==> src/rtl/pipeline_hazard_ctrl.sv <==
// Stall/flush sequencer for the 5-stage pipeline: load-use interlock, EX redirect squash,
// multi-cycle multiply hold, plus saturating stall/flush counters for perf debug.
module pipeline_hazard_ctrl #(
  parameter int MUL_LAT = 4,
  parameter int CNT_W   = 16
) (
  input  logic             clk_i,
  input  logic             reset_i,
  input  logic [4:0]       nr1_id_i,
  input  logic [4:0]       nr2_id_i,
  input  logic             use_rs1_id_i,
  input  logic             use_rs2_id_i,
  input  logic             mem_rd_ex_i,
  input  logic [4:0]       regd_ex_i,
  input  logic             mul_ex_i,
  input  logic             redirect_ex_i,
  input  logic             clr_cnt_i,
  output logic             pc_write_o,
  output logic             ifid_write_o,
  output logic             ifid_flush_o,
  output logic             idex_write_o,
  output logic             idex_flush_o,
  output logic             exmem_bubble_o,
  output logic             mul_busy_o,
  output logic             mul_done_o,
  output logic [CNT_W-1:0] stall_cnt_o,
  output logic [CNT_W-1:0] flush_cnt_o
);

  typedef enum logic {RUN, BUSY} state_t;

  typedef struct packed {
    logic pc_write;
    logic ifid_write;
    logic ifid_flush;
    logic idex_write;
    logic idex_flush;
    logic exmem_bubble;
    logic mul_busy;
    logic mul_done;
  } ctl_t;

  localparam ctl_t CTL_DEF  = ctl_t'(8'b1101_0000);
  localparam ctl_t CTL_RST  = ctl_t'(8'b0010_1100);
  localparam ctl_t CTL_HOLD = ctl_t'(8'b0000_0110);

  // The start cycle is the first hold cycle, so the remaining hold count is MUL_LAT-2.
  localparam logic [3:0] MUL_CNT_INIT = (MUL_LAT > 1) ? 4'(MUL_LAT - 2) : 4'd0;

  state_t     state, state_nxt;
  logic [3:0] cnt, cnt_nxt;
  ctl_t       ctl;
  logic       redir_hit;
  logic       load_use;

  assign load_use = mem_rd_ex_i && (regd_ex_i != 5'd0) &&
                    ((use_rs1_id_i && (nr1_id_i == regd_ex_i)) ||
                     (use_rs2_id_i && (nr2_id_i == regd_ex_i)));

  always_comb begin
    ctl       = CTL_DEF;
    state_nxt = state;
    cnt_nxt   = cnt;
    redir_hit = 1'b0;
    if (reset_i) begin
      ctl = CTL_RST;
    end else begin
      case (state)
        BUSY: begin
          if (cnt != 4'd0) begin
            ctl     = CTL_HOLD;
            cnt_nxt = cnt - 4'd1;
          end else begin
            ctl.mul_done = 1'b1;
            state_nxt    = RUN;
          end
        end
        RUN: begin
          // Redirect wins over load-use: the stalled ID instruction is wrong-path anyway.
          if (redirect_ex_i) begin
            ctl.ifid_flush = 1'b1;
            ctl.idex_flush = 1'b1;
            redir_hit      = 1'b1;
          end else if (mul_ex_i) begin
            if (MUL_LAT > 1) begin
              ctl       = CTL_HOLD;
              cnt_nxt   = MUL_CNT_INIT;
              state_nxt = BUSY;
            end else begin
              ctl.mul_done = 1'b1;
            end
          end else if (load_use) begin
            ctl.pc_write   = 1'b0;
            ctl.ifid_write = 1'b0;
            ctl.idex_flush = 1'b1;
          end
        end
        default: state_nxt = RUN;
      endcase
    end
  end

  always_ff @(posedge clk_i or posedge reset_i) begin
    if (reset_i) begin
      state       <= RUN;
      cnt         <= 4'd0;
      stall_cnt_o <= '0;
      flush_cnt_o <= '0;
    end else begin
      state <= state_nxt;
      cnt   <= cnt_nxt;
      if (clr_cnt_i) begin
        stall_cnt_o <= '0;
        flush_cnt_o <= '0;
      end else begin
        if (!ctl.pc_write && (stall_cnt_o != '1))
          stall_cnt_o <= stall_cnt_o + CNT_W'(1);
        if (redir_hit && (flush_cnt_o != '1))
          flush_cnt_o <= flush_cnt_o + CNT_W'(1);
      end
    end
  end

  assign pc_write_o     = ctl.pc_write;
  assign ifid_write_o   = ctl.ifid_write;
  assign ifid_flush_o   = ctl.ifid_flush;
  assign idex_write_o   = ctl.idex_write;
  assign idex_flush_o   = ctl.idex_flush;
  assign exmem_bubble_o = ctl.exmem_bubble;
  assign mul_busy_o     = ctl.mul_busy;
  assign mul_done_o     = ctl.mul_done;

endmodule

==> config.mk <==
export PLATFORM = sky130hd
export DESIGN_NAME = pipeline_hazard_ctrl
export DESIGN_NICKNAME = d
export VERILOG_FILES = /design/src/rtl/pipeline_hazard_ctrl.sv
export SDC_FILE = /design/constraint.sdc
export NUM_CORES = 1
export LEC_CHECK = 0
export CORE_MARGIN = 3
export CORE_UTILIZATION = 30
export DETAILED_ROUTE_END_ITERATION = 16
export HOLD_SLACK_MARGIN = 0.03
export PLACE_DENSITY = 0.64
export REMOVE_ABC_BUFFERS = 1
export SYNTH_ARGS = -nofsm -noshare
export SYNTH_HDL_FRONTEND = slang
export SYNTH_SLANG_ARGS = --single-unit
==> constraint.sdc <==
create_clock -name clk_i -period 5.3 [get_ports clk_i]
set_input_delay 0.53 -clock clk_i [delete_from_list [all_inputs] [get_ports clk_i]]
set_output_delay 0.53 -clock clk_i [all_outputs]
set_load 0.05 [all_outputs]
Word-level counts from Yosys, hierarchy flattened
Index checks and enable logic that the tools add are counted.
{"block": "totals", "reg_bits": 37, "input_bits": 23, "out_inout_bits": 40, "elab_cells": 59}
{"block": "classes", "n_addsub": 3, "n_eq_ne": 7, "n_mux": 30, "bitwise": 2, "n_reduce_logical": 13}
{"cell": "2-to-1 mux 16 bit", "count": 4}
{"cell": "adder 16 x 1 -> 16 bit, second input constant", "count": 2}
{"cell": "inequality test 16 bit, second input constant", "count": 2}
{"cell": "case mux 8 bit (2 select lines)", "count": 1}
{"cell": "2-to-1 mux 1 bit", "count": 13}
{"cell": "2-to-1 mux 4 bit", "count": 3}
{"cell": "equality test 5 bit", "count": 2}
{"cell": "2-to-1 mux 8 bit", "count": 1}
{"cell": "case mux 4 bit (2 select lines)", "count": 1}
{"cell": "2-to-1 mux 7 bit", "count": 1}
{"cell": "logical AND 1 bit", "count": 6}
{"cell": "2-to-1 mux 2 bit", "count": 3}
{"cell": "2-to-1 mux 3 bit", "count": 2}
{"cell": "nonzero test 5 bit", "count": 1}
{"cell": "inequality test 2 bit, second input constant", "count": 2}
{"cell": "AND reduction 4 bit", "count": 1}
{"cell": "nonzero test 2 bit", "count": 2}
{"cell": "nonzero test 4 bit", "count": 1}
{"cell": "subtractor 4 x 1 -> 4 bit, second input constant", "count": 1}
{"cell": "inequality test 2 x 1 -> 1 bit, second input constant", "count": 1}
{"cell": "inverter 1 bit", "count": 2}
{"cell": "case mux 1 bit (2 select lines)", "count": 1}
{"cell": "logical NOT 1 bit", "count": 1}
{"cell": "logical OR 1 bit", "count": 1}

Depth between registers and ports, before layout
Gate-level depths: netlist (run 1).
{"block": "logic_depth", "word_depth": 13, "depth_mapped": 10, "ltp_nobuf": 9}

Worst setup path before layout (run 1)
Ideal clock, no wire load.
{"block": "synth_path", "kind": "input -> output", "start": "in reset_i", "end": "out pc_write_o", "arrival_time_ns": 2.505, "required_time_ns": 4.770, "slack_ns": 2.265, "cell_stages": 6, "path_buffers": 3, "path_cell_list": "inv_1 > nand2b_4 > a31oi_4 > buf_6 > buf_6 > buf_4"}
{"block": "synth_via", "elab_chain_cells": 1}
{"item": "start, declared", "line": "8", "rtl": "input logic reset_i,"}
{"item": "2-to-1 mux 8 bit", "line": "65", "rtl": "if (reset_i) begin"}
{"item": "end, declared", "line": "18", "rtl": "output logic pc_write_o,"}
Every way passes these cells.

Worst setup path in the final report (run 1)
{"block": "layout_path", "start": "reg cnt[0]", "end": "out pc_write_o"}
{"block": "layout_via", "elab_chain_cells": 4}
{"item": "start, declared", "line": "51", "rtl": "logic [3:0] cnt, cnt_nxt;"}
{"item": "start signal, assigned", "line": "111", "rtl": "cnt <= cnt_nxt;"}
{"item": "nonzero test 4 bit", "line": "70", "rtl": "if (cnt != 4'd0) begin"}
{"item": "2-to-1 mux 7 bit", "line": "70"}
{"item": "case mux 8 bit (2 select lines)", "line": "68", "rtl": "case (state)"}
{"item": "2-to-1 mux 8 bit", "line": "65"}
Every way passes these cells.

==> metrics.md, run 1 <==
| Metric | Value |
|---|---|
| Outcome | `finished clean` |
| Most common cell after layout, fill and taps aside | `clkdlybuf4s50_1` |
| DRC | `0` |
| Sequential Area | `a little over 900 sq um` |
| WL/cell | `14.1 um` |
| Power Density | `272 nW/um^2` |
| Critical path peak fanout | `32` |
| Filler cell count | `708` |
| Highest Clock Rate | `0.264 GHz` |
| Worst Tran Pin Value | `~0.78 ns` |
| Synth Flop Type | `dfrtp_1` |
| Post-synthesis cell count | `235` |
| Yosys warnings | `0` |
| CTS Buf Count | `5` |
| Crit Path Class | `reg -> out` |
| Dpl cell area | `2920 sq um` |
| Leakage power | `1.18 nW` |
| Mean area per synthesized cell | `9.57 sq um` |
| Hold Vio Cnt, Final | `0` |
| Clock share of power | `0.236` |
| Die width | `92.6 um` |
| First-pass GRT wire length | `9580 um` |
| Post-synth EDFFs | `0` |
| Worst-path clk slew | `0.08 ns` |
| Initial antenna violation count | `0` |
| Post-synth cell types | `between 40 and 50` |
| Area Overhead vs Synth | `33.5%` |
| Core area | `7020 sq um` |
| DR vias/cell | `5.04` |
| Seq cells post-synth | `37` |
| Req. time, crit path | `4.77 ns` |
| Sw frac | `0.380` |
| Final Util | `0.428` |
| Layout cells sized above 1 | `0.0678` |
| Post-CTS Hold Buffers | `0` |
| Most frequent cells in the layout | `clkdlybuf4s50_1, dfrtp_1, nor2_1` |
| Core Rows | `30` |
| Net Sw Power | `about 0.31 mW` |
| Synthesized area | `2250 sq um` |
| Combined area of the multi-input logic cells | `about 1200 sq um` |
| Combinational share of power | `0.344` |
| Total track usage | `0.136` |
| Post-route cell area | `around 3000 sq um` |
| Dpl hpwl | `3950 um` |
| Post-synthesis sequential area ratio | `0.412` |
| TNS Setup | `0 ns` |
| Vias | `1971` |
| Starting Density | `0.320` |
| Ant diodes | `0` |
| Port Buffer Count | `62` |
| CP endpoint kind | `output pin` |
| Layout Skew | `roughly 0.0084 ns` |
| TritonCTS Sinks | `37` |
| CP Launch Type | `flip-flop` |
| Final period utilization | `0.715` |
| Post-synth ARST share | `1.00` |
| Longest Clk Path Bufs | `2` |
| Count of final setup violators | `0` |
| # IOs | `between 60 and 70` |
| WL final | `5510 um` |
| Die Y | `~90 um` |
| Drt initial violations | `106` |
| Setup bufs post-CTS | `0` |
| Nets | `320` |
| Root Driver | `clkbuf_8` |
| CTS H-Tree Depth | `2` |
| Pint | `0.506 mW` |
| Peak VDD IR | `0.0983 mV` |
| Final min period | `3.79 ns` |
| Total grt overflow | `0` |
| Register share of total power | `0.420` |
| DIE AREA | `around 8600 sq um` |
| TritonCTS clock tree | `done` |
| Post-CTS sizing | `0` |
| Relative slew slack | `0.483` |
| Slew Viols, Final | `0` |
| Max Cap Viol | `0` |
| Largest net degree at the start of global routing | `40` |
| Placer Congestion | `0.765` |
| Hold WC Path Type | `reg -> reg` |
| Worst-skew pair later-pin latency | `0.29 ns` |
| Vias in the first global route | `1969` |
| Unrepaired setup endpoints after global routing | `no` |
| Critical path data arrival time | `3.26 ns` |
| ANT nets after route | `0` |
| Drt pass-1 iters | `4` |
-- area by class of cell --
type	count	area share
timing repair buffer	64	0.212
multi-input combinational	178	0.402
sequential	37	0.308
clock buffer	6	0.0242
tap	96	0.0400
clock inverter	2	0.00333
inverter	8	0.0100
-- routing by layer --
| layer | track usage | vias to the layer above | share of wire | routed length [um] |
|---|---|---|---|---|
| met5 | 0 | - | 0 | 0 |
| met4 | 0.0322 | 0 | 0.0062 | 34 |
| met3 | 0.0341 | 5 | 0.043 | 238 |
| met2 | 0.218 | 47 | 0.48 | 2660 |
| met1 | 0.184 | 951 | 0.47 | 2570 |
| li1 | - | 968 | - | - |
-- flip-flops by register name, indices dropped and copies added (netlist names) --
register and cells:
flush_cnt_o 16, stall_cnt_o 16, cnt 4, state 1
-- per-stage QoR --
stage / setup slack [ns] / hold WS [ns] / std cells / power [mW]
detailed placement: 1.73 / 0.522 / 383 / 0.631
global placement: 1.79 / 0.515 / 383 / 0.626
CTS: 1.51 / 0.539 / 391 / 0.828
finish: 1.51 / 0.537 / 391 / 0.815
floorplan: 1.99 / 0.487 / 223 / 0.529
global route: 1.31 / 0.569 / 391 / 0.870
-- worst max-delay path, stage by stage, from the launching register on --
cell	delay, ns
dfrtp_1	0.38
inv_1	0.09
ha_1	0.18
or3b_1	0.38
a21o_1	0.21
nand2b_4	0.16
a31oi_4	0.62
clkdlybuf4s50_1	0.94
-- power groups by stage --
stage / clock [mW] / sequential, mW / combinational [mW]
floorplan: 0 / 0.364 / 0.166
global placement: 0 / 0.347 / 0.279
detailed placement: 0 / 0.347 / 0.284
CTS: 0.201 / 0.342 / 0.284
global route: 0.213 / 0.348 / 0.308
finish: 0.192 / 0.343 / 0.280
-- Yosys cell counts, types with 6 or more instances --
cell     instances  area share
o31ai_1         10       0.033
inv_1            8       0.013
a21oi_1         15       0.033
or4_1            9       0.030
nor3_1           6       0.013
xnor2_1         16       0.062
nor2_1          21       0.035
xor2_1           9       0.035
nand4_1         12       0.033
and3_1           7       0.019
dfrtp_1         37        0.41
nand2_1         15       0.025
nand3_1          9       0.020
-- final timing paths --
kind                       depth (start not counted)  slack, ns             from               to
hold reg to reg                                    1       0.54  stall_cnt_o[14]  stall_cnt_o[14]
setup / recovery                                   7       1.51           cnt[0]       pc_write_o
hold / removal                                     1       0.54  stall_cnt_o[14]  stall_cnt_o[14]
setup reg to reg                                   8       2.65           cnt[0]   stall_cnt_o[5]
min in group asynchronous                          3       0.88          reset_i           cnt[3]
max in group asynchronous                          3       4.08          reset_i   flush_cnt_o[2]
-- kinds of logic (layout without fill, tap and decap cells) --
kind of cell	after synthesis	after routing	share of synthesized area
compound gates	40	40	0.126
xor+xnor	25	25	0.0974
fa+ha+maj	3	3	0.0167
buf+inv	20	80	0.0512
flops	37	37	0.412
mux	4	4	0.0189
simple gates	106	106	0.278
No activity file was read; power rests on OpenSTA's default activity.
==> inputs of run 2 (changes only) <==
- PLACE_DENSITY: 0.64 -> 0.66
- clock period: 5.3 -> 3.12 ns (I/O delays scaled with it)
==> run 2 against run 1 <==
Cell count grew 0.51%. Via count shrank 0.56%. Non-clock buffer count grew 3. Combinational power grew 88%. Critical endpoint unchanged. Sequential cell count is the same.
==> metrics.md, run 2 (synthesized netlist as in run 1, its figures left out) <==
| Metric | Value |
|---|---|
| Outcome | `finished clean` |
| Vias | `roughly 2000` |
| Layout cells sized above 1 | `0.0909` |
| Ant diodes | `0` |
| Critical path peak fanout | `15` |
| Total track usage | `0.131` |
| Setup bufs post-CTS | `0` |
| Post-CTS Hold Buffers | `0` |
| Slowest CP cell | `dfrtp_1` |
| DRC | `0` |
| Post-CTS sizing | `0` |
| Final Util | `0.437` |
| Placer Congestion | `0.819` |
| Hold WC Path Type | `reg -> reg` |
| Relative slew slack | `0.476` |
| TNS Setup | `0 ns` |
| # IOs | `63` |
| Largest net degree at the start of global routing | `25` |
| Dpl hpwl | `roughly 4000 um` |
| Crit Path Class | `reg -> out` |
| Net Sw Power | `approximately 0.53 mW` |
| Worst Tran Pin Value | `0.784 ns` |
| PnR worst setup slack | `0.369 ns` |
| Worst-skew pair later-pin latency | `0.29 ns` |
| CP Launch Type | `flip-flop` |
| DP Cell Count | `around 390` |
| Peak VDD IR | `about 0.17 mV` |
| Post-Layout Cell Count | `393` |
| Port Buffer Count | `62` |
| Nets | `323` |
| Count of final setup violators | `0` |
| TritonCTS Sinks | `37` |
| Power Density | `473 nW/um^2` |
| Critical path data arrival time | `2.44 ns` |
| Leakage power | `1.21 nW` |
| Largest regs | `flush_cnt_o x16, stall_cnt_o x16, cnt x4` |
| Die Y | `92.6 um` |
| Max Cap Viol | `0` |
| Area Overhead vs Synth | `36.3%` |
| Unrepaired setup endpoints after global routing | `no` |
| Worst Path Buf+Inv | `3` |
| Longest Clk Path Bufs | `2` |
| CTS Buf Count | `5` |
| Critical Path Max Stage Delay | `0.38 ns` |
| First-pass GRT wire length | `9290 um` |
| Drt initial violations | `41` |
| Core area | `7020 sq um` |
| Req. time, crit path | `2.81 ns` |
| Drt pass-1 iters | `4` |
| ANT nets after route | `0` |
| Highest Clock Rate | `0.364 GHz` |
| Sw frac | `0.365` |
| Total grt overflow | `0` |
| Combinational share of power | `0.363` |
| WL final | `5420 um` |
| CP endpoint kind | `output pin` |
| WL/cell | `13.8 um` |
| Vias in the first global route | `1971` |
| Starting Density | `0.320` |
| Most common cell after layout, fill and taps aside | `clkdlybuf4s50_1` |
| TritonCTS clock tree | `done` |
| Pint | `0.920 mW` |
| Pre-CTS setup slack | `roughly 0.44 ns` |
| DR vias/cell | `around 5` |
| DIE AREA | `8570 sq um` |
| Filler cell count | `about 710` |
| Slew Viols, Final | `0` |
| Die width | `92.6 um` |
| Total power | `1.45 mW` |
| Crit path cell chain | `inv_1, ha_1, or3b_1, a21o_1, nand2b_4, a31oi_4, buf_4, buf_12` |
| Most frequent cells in the layout | `clkdlybuf4s50_1, dfrtp_1, nor2_1` |
| Core Rows | `30` |
| CTS H-Tree Depth | `2` |
| Register share of total power | `0.400` |
| Worst-path clk slew | `approximately 0.070 ns` |
| CP top delay family | `compound AO/OA/AOI/OAI gates` |
| Initial antenna violation count | `0` |
| Final min period | `between 2 and 3 ns` |
| Clock share of power | `0.237` |
| Final period utilization | `0.882` |
| Root Driver | `clkbuf_8` |
| Layout Skew | `0.00351 ns` |
| Hold Vio Cnt, Final | `0` |
[run 2: cell count changes in the layout (fill, tap and decap cells not counted)]
| cell | delta |
|---|---|
| clkdlybuf4s50_1 | -5 |
| buf_12 | +4 |
| buf_4 | +4 |
| clkinv_2 | -2 |
| clkbuf_8 | +1 |
[run 2: final timing paths]
kind	start	slack, ns	depth (start not counted)	to
worst min-delay path	cnt[3]	0.55	2	cnt[3]
worst min register to register	cnt[3]	0.55	2	cnt[3]
worst max register to register	cnt[0]	0.61	9	stall_cnt_o[5]
max in group asynchronous	reset_i	2.33	3	stall_cnt_o[7]
worst max-delay path	cnt[0]	0.37	8	pc_write_o
min in group asynchronous	reset_i	0.58	3	state
[run 2: layer usage]
layer  part of all wire  up-vias  global-route usage
met5                  0        -                   0
met4              0.018        0              0.0408
met3              0.042       10              0.0333
met2               0.47       38               0.222
met1               0.47      923               0.164
li1                   -      989                   -
[run 2: worst min-delay path, cell delays in order, from the launching register on]
cell and delay, ns:
dfrtp_1 0.39, nand2_1 0.06, o21ai_0 0.07
[run 2: final cells by class]
class / count / area (sq um) / share of cell area
clock buffer: 7 / 86.3 / 0.0282
inverter: 8 / 30.0 / 0.00980
multi-input combinational: 178 / 1210 / 0.394
sequential: 37 / 926 / 0.302
tap: 96 / 120 / 0.0392
timing repair buffer: 67 / 696 / 0.227
[run 2: power groups by stage]
stage	clock network, mW	logic (mW)	registers (mW)
after CTS	0.356	0.533	0.581
after floorplan	0	0.281	0.618
final	0.343	0.526	0.580
after global routing	0.372	0.568	0.589
after detailed placement	0	0.534	0.588
after global placement	0	0.523	0.588
[run 2: per-stage QoR]
stage	hold WS [ns]	instance area, sq um
finish	0.551	3070
global route	0.574	3070
CTS	0.547	3070
detailed placement	0.534	2980
global placement	0.512	2980
floorplan	0.375	2160
